**config.mk**
```make
export PLATFORM = sky130hd
export DESIGN_NAME = pkt_hdr_buffer
export DESIGN_NICKNAME = d
export VERILOG_FILES = /design/src/rtl/pkt_hdr_buffer.sv
export SDC_FILE = /design/constraint.sdc
export NUM_CORES = 1
export LEC_CHECK = 0
export ABC_AREA = 1
export ABC_CLOCK_PERIOD_IN_PS = 4350
export BUFFER_PORTS_ARGS = -buffer_cell sky130_fd_sc_hd__buf_2
export CORE_AREA = 2 2 213 215
export CTS_BUF_LIST = sky130_fd_sc_hd__clkbuf_16
export CTS_CLUSTER_SIZE = 10
export DETAILED_ROUTE_END_ITERATION = 10
export DIE_AREA = 0 0 215 217
export GPL_ROUTABILITY_DRIVEN = 0
export PLACE_DENSITY_LB_ADDON = 0.25
export SLEW_MARGIN = 10
export SYNTH_ARGS = -nofsm -noshare
export SYNTH_HDL_FRONTEND = slang
export SYNTH_SLANG_ARGS = --single-unit
```
**constraint.sdc**
```tcl
create_clock -name clk -period 4.35 [get_ports clk]
set_input_delay 0.2175 -clock clk [delete_from_list [all_inputs] [get_ports clk]]
set_output_delay 0.2175 -clock clk [all_outputs]
set_load 0.02 [all_outputs]
```
**src/rtl/pkt_hdr_buffer.sv**
```systemverilog
// Purpose: gathers an ingress byte stream into a zero-padded header window and hands it to the parser.
// Latency: start_o rises the cycle after the last byte; done_o pulses the cycle after parser_ready_i in WAIT.
// Backpressure: in_ready_o is low from LAUNCH through CLEAR; bytes past the window are drained at full rate.
module pkt_hdr_buffer #(
  parameter int HDR_MAX_LEN = 64,
  parameter int LEN_W       = 16
) (
  input  logic                       clk,
  input  logic                       rst,
  input  logic                       in_valid_i,
  input  logic [7:0]                 in_data_i,
  input  logic                       in_last_i,
  output logic                       in_ready_o,
  output logic [8*HDR_MAX_LEN-1:0]   pkt_hdr_o,
  output logic [LEN_W-1:0]           pkt_len_o,
  output logic                       ovf_o,
  output logic                       start_o,
  input  logic                       parser_ready_i,
  output logic                       done_o
);

  // Pointer must be able to hold HDR_MAX_LEN itself, which marks "window full".
  localparam int PTR_W = $clog2(HDR_MAX_LEN + 1);

  typedef enum logic [1:0] {
    FILL   = 2'd0,
    LAUNCH = 2'd1,
    WAIT   = 2'd2,
    CLEAR  = 2'd3
  } state_t;

  state_t                    state_q;
  state_t                    state_d;
  logic [PTR_W-1:0]          wr_ptr_q;
  logic [8*HDR_MAX_LEN-1:0]  pkt_hdr_q;
  logic [LEN_W-1:0]          pkt_len_q;
  logic                      ovf_q;
  logic                      xfer;

  assign xfer = in_valid_i & in_ready_o;

  // State register; reset discards any partial packet.
  always_ff @(posedge clk) begin
    if (rst) begin
      state_q <= FILL;
    end else begin
      state_q <= state_d;
    end
  end

  // Next-state: LAUNCH ignores parser_ready_i because the parser's ready is stale until it sees start.
  always_comb begin
    state_d = state_q;
    case (state_q)
      FILL:    if (xfer && in_last_i) state_d = LAUNCH;
      LAUNCH:  state_d = WAIT;
      WAIT:    if (parser_ready_i) state_d = CLEAR;
      CLEAR:   state_d = FILL;
      default: state_d = FILL;
    endcase
  end

  // Outputs decoded from the registered state only.
  always_comb begin
    in_ready_o = 1'b0;
    start_o    = 1'b0;
    done_o     = 1'b0;
    case (state_q)
      FILL:    in_ready_o = 1'b1;
      LAUNCH:  start_o    = 1'b1;
      WAIT:    start_o    = 1'b1;
      CLEAR:   done_o     = 1'b1;
      default: in_ready_o = 1'b0;
    endcase
  end

  // Window fill / freeze / clear; bytes beyond the window only bump the length and set ovf.
  always_ff @(posedge clk) begin
    if (rst) begin
      wr_ptr_q  <= '0;
      pkt_hdr_q <= '0;
      pkt_len_q <= '0;
      ovf_q     <= 1'b0;
    end else begin
      case (state_q)
        FILL: begin
          if (xfer) begin
            if (wr_ptr_q < PTR_W'(HDR_MAX_LEN)) begin
              for (int i = 0; i < HDR_MAX_LEN; i++) begin
                if (wr_ptr_q == PTR_W'(i)) begin
                  pkt_hdr_q[8*i +: 8] <= in_data_i;
                end
              end
              wr_ptr_q <= wr_ptr_q + PTR_W'(1);
            end else begin
              ovf_q <= 1'b1;
            end
            if (pkt_len_q != {LEN_W{1'b1}}) begin
              pkt_len_q <= pkt_len_q + LEN_W'(1);
            end
          end
        end
        CLEAR: begin
          wr_ptr_q  <= '0;
          pkt_hdr_q <= '0;
          pkt_len_q <= '0;
          ovf_q     <= 1'b0;
        end
        default: begin
          wr_ptr_q <= wr_ptr_q;
        end
      endcase
    end
  end

  assign pkt_hdr_o = pkt_hdr_q;
  assign pkt_len_o = pkt_len_q;
  assign ovf_o     = ovf_q;

endmodule

```
==> metrics <==
status finished, final reports clean; Clock Skew 20.2 ps; Initial DRT Pass Iterations 6; GR Overflow Total 0; layout cells sized above 1 0.224; CTS clk-pin slew, worst paths 50 ps; Worst path slowest cell inv_2; WP data required 4860 ps; Post-synth ARST share 0; GR peak layer met2; post-CTS setup buffer count 0; quantity of gates resized following cts 0; Fin Setup TNS 0 ps; Die W 215 µm; synth unique cells 30; drt total wl 76.9 mm; synthesized cell area 0.0209 mm²; most common cell after layout, fill and taps aside nand3_1; total core area 0.0447 mm²; crit-path cells inv_1 > ha_1 > buf_4 > inv_2 > nand2_8 > nand2_2 > nand2_1 > inv_2 > nand2_1 > nand2_1 > inv_1 > nor2_1 > nor2_1; Rows 78; final worst slack 717 ps; max-slew violation count 0; H-tree level count 2; syn_nets 2758; Crit path buffers/inverters 5; Tot GR Track Use 0.310; critical path peak fanout 31; Layout area overhead 21.9%; Hold Path Class in -> reg; max incr delay on CP 760 ps; share of the synthesized area in the top cell type 0.515; Clock Power Share 0.352; Finish-stage setup viols 0; most frequent cells in the layout 627 x nand3_1, 543 x buf_2, 538 x dfxtp_1; top cells by area, synth dfxtp_1 51%, nand3_1 15%, a21oi_1 10%, nand2_1 7.4%, nor2_1 4.3%; global-route wire length before repair 115 mm; DR vias 21600; Max Fclk 275 MHz; antenna cells 0; Yosys reg bits 538; chip height 217 µm; num ports 545; CP delay by family, top simple AND/OR/NAND/NOR gates; vias in the first global route 19700; routing usage on met2 0.497; Clock Latency Late Sink 630 ps; # clock sinks 538; Syn Area/Cell 7.64 µm²; Place WS 811 ps; Antenna Violating Nets Remaining 0; Int Pwr 8.27 mW; Worst setup SP type flip-flop; Pwr Density 486 mW/mm²; Final #Nets 3182; Max Root-Sink Buffers 3; EDFF count, synth 0; Final HPWL DP 49.8 mm; ys flop type dfxtp_1; Slew HR 0.0841; met3 GRT Util 0.0727; Data arrival, critical path 4140 ps; Final Cycle Share 0.835; initial antenna violation count 0; Starting Density 0.468; max_cap viols 0; Root Driver clkbuf_16; DIE AREA 0.0467 mm²; CP Capture Type flip-flop; CP Class reg -> reg; combinational group share of total power 0.212; Sequential Power Share 0.436; pin count of the biggest net entering global routing 242; cell type with the largest total area after synthesis dfxtp_1; Most Frequent Cell on Critical Path nand2_1; CTS tree built; initial detailed-routing violation count 2381; DR WL/cell 20.4 µm; final std cells w/o fill 3767; Final Critical Period 3630 ps; Worst Max-Slew Pin Slew 1370 ps; vias per cell 5.73; switching portion of total power 0.332; peak supply drop 0.359 mV; total clock buffers created by CTS 60; RSZ-0062 raised after global routing false; number of cells produced by synthesis 2736; count of input and output buffers 544; Final Hold Fails 0; leak pwr 11.1 nW; Psw 4.12 mW; met1 usage in global routing 0.401; DRC violations left 0; Seq/Total Area, Yosys 0.515; Ys Warns 0; placed cells 3696
==> what timing repair did <==
item | in CTS | in global routing
hold endpoints to repair | 2 | 0
setup endpoints to repair | 0 | 0
hold buffers | 2 | 0
==> cell type report <==
type	instances	area [µm²]
inverters	100	378
clock buffers	61	1530
multi-input cells	1888	8950
well taps	600	751
flip-flops and latches	538	10800
repair buffers	572	3090
clock inverters	8	45.0
fillers	4208	19200
==> synth_stat cells, types with 3 or more instances <==
cell type	count
nand2_1	411
inv_2	26
buf_1	47
dfxtp_1	538
inv_1	67
o21ai_0	89
a21oi_1	435
ha_1	9
nand3_1	627
nand3_2	6
clkinv_1	5
nand2_2	22
nor2_1	241
nand4_1	5
buf_2	35
nand2_4	8
nand3b_1	24
clkbuf_1	123
buf_6	3
==> stage by stage <==
step	total power [mW]	hold WS (ps)	area (µm²)	utilization
4_1_cts	12.4	103	25500	0.571
6_report	12.4	115	25500	0.571
3_5_place_dp	8.09	454	23900	0.535
3_3_place_gp	8.03	448	23900	0.535
5_1_grt	12.8	136	25500	0.571
2_1_floorplan	7.15	393	20900	-
==> cells by family (layout without fill, tap and decap cells) <==
family          count (synthesis)  in the layout  share of synthesized area
xor+xnor                        2              2                   0.000838
flops                         538            538                      0.515
fa+ha+maj                       9              9                    0.00538
compound gates                529            529                      0.127
simple gates                 1348           1348                      0.292
buf+inv                       310            741                     0.0593
==> registers in the layout (all words and copies together) (netlist names) <==
| name | flops |
|---|---|
| pkt_hdr_o | 512 |
| pkt_len_o | 16 |
| state_q | 2 |
| ovf_o | 1 |
| wr_ptr_q | 7 |
==> routing by layer <==
layer / routed length, µm / part of all wire
met5: 0 / 0
met4: 3230 / 0.042
met3: 7360 / 0.096
met2: 35400 / 0.46
met1: 30900 / 0.40
==> power by group through the flow <==
stage,Combinational (mW),Clock (mW),Sequential [mW]
after floorplan,1.36,0,5.79
after global placement,2.54,0,5.48
after detailed placement,2.59,0,5.49
after CTS,2.60,4.42,5.40
after global routing,2.81,4.61,5.43
final,2.62,4.36,5.40
==> worst paths after layout <==
path	from	to	slack, ps	cells after the start
setup / recovery	state_q[1]	pkt_hdr_o[350]	720	13
hold reg to reg	pkt_hdr_o[365]	pkt_hdr_o[365]	460	2
hold / removal	rst	pkt_hdr_o[215]	110	2
setup reg to reg	state_q[1]	pkt_hdr_o[350]	720	13
(Power assumes the default switching activity.)
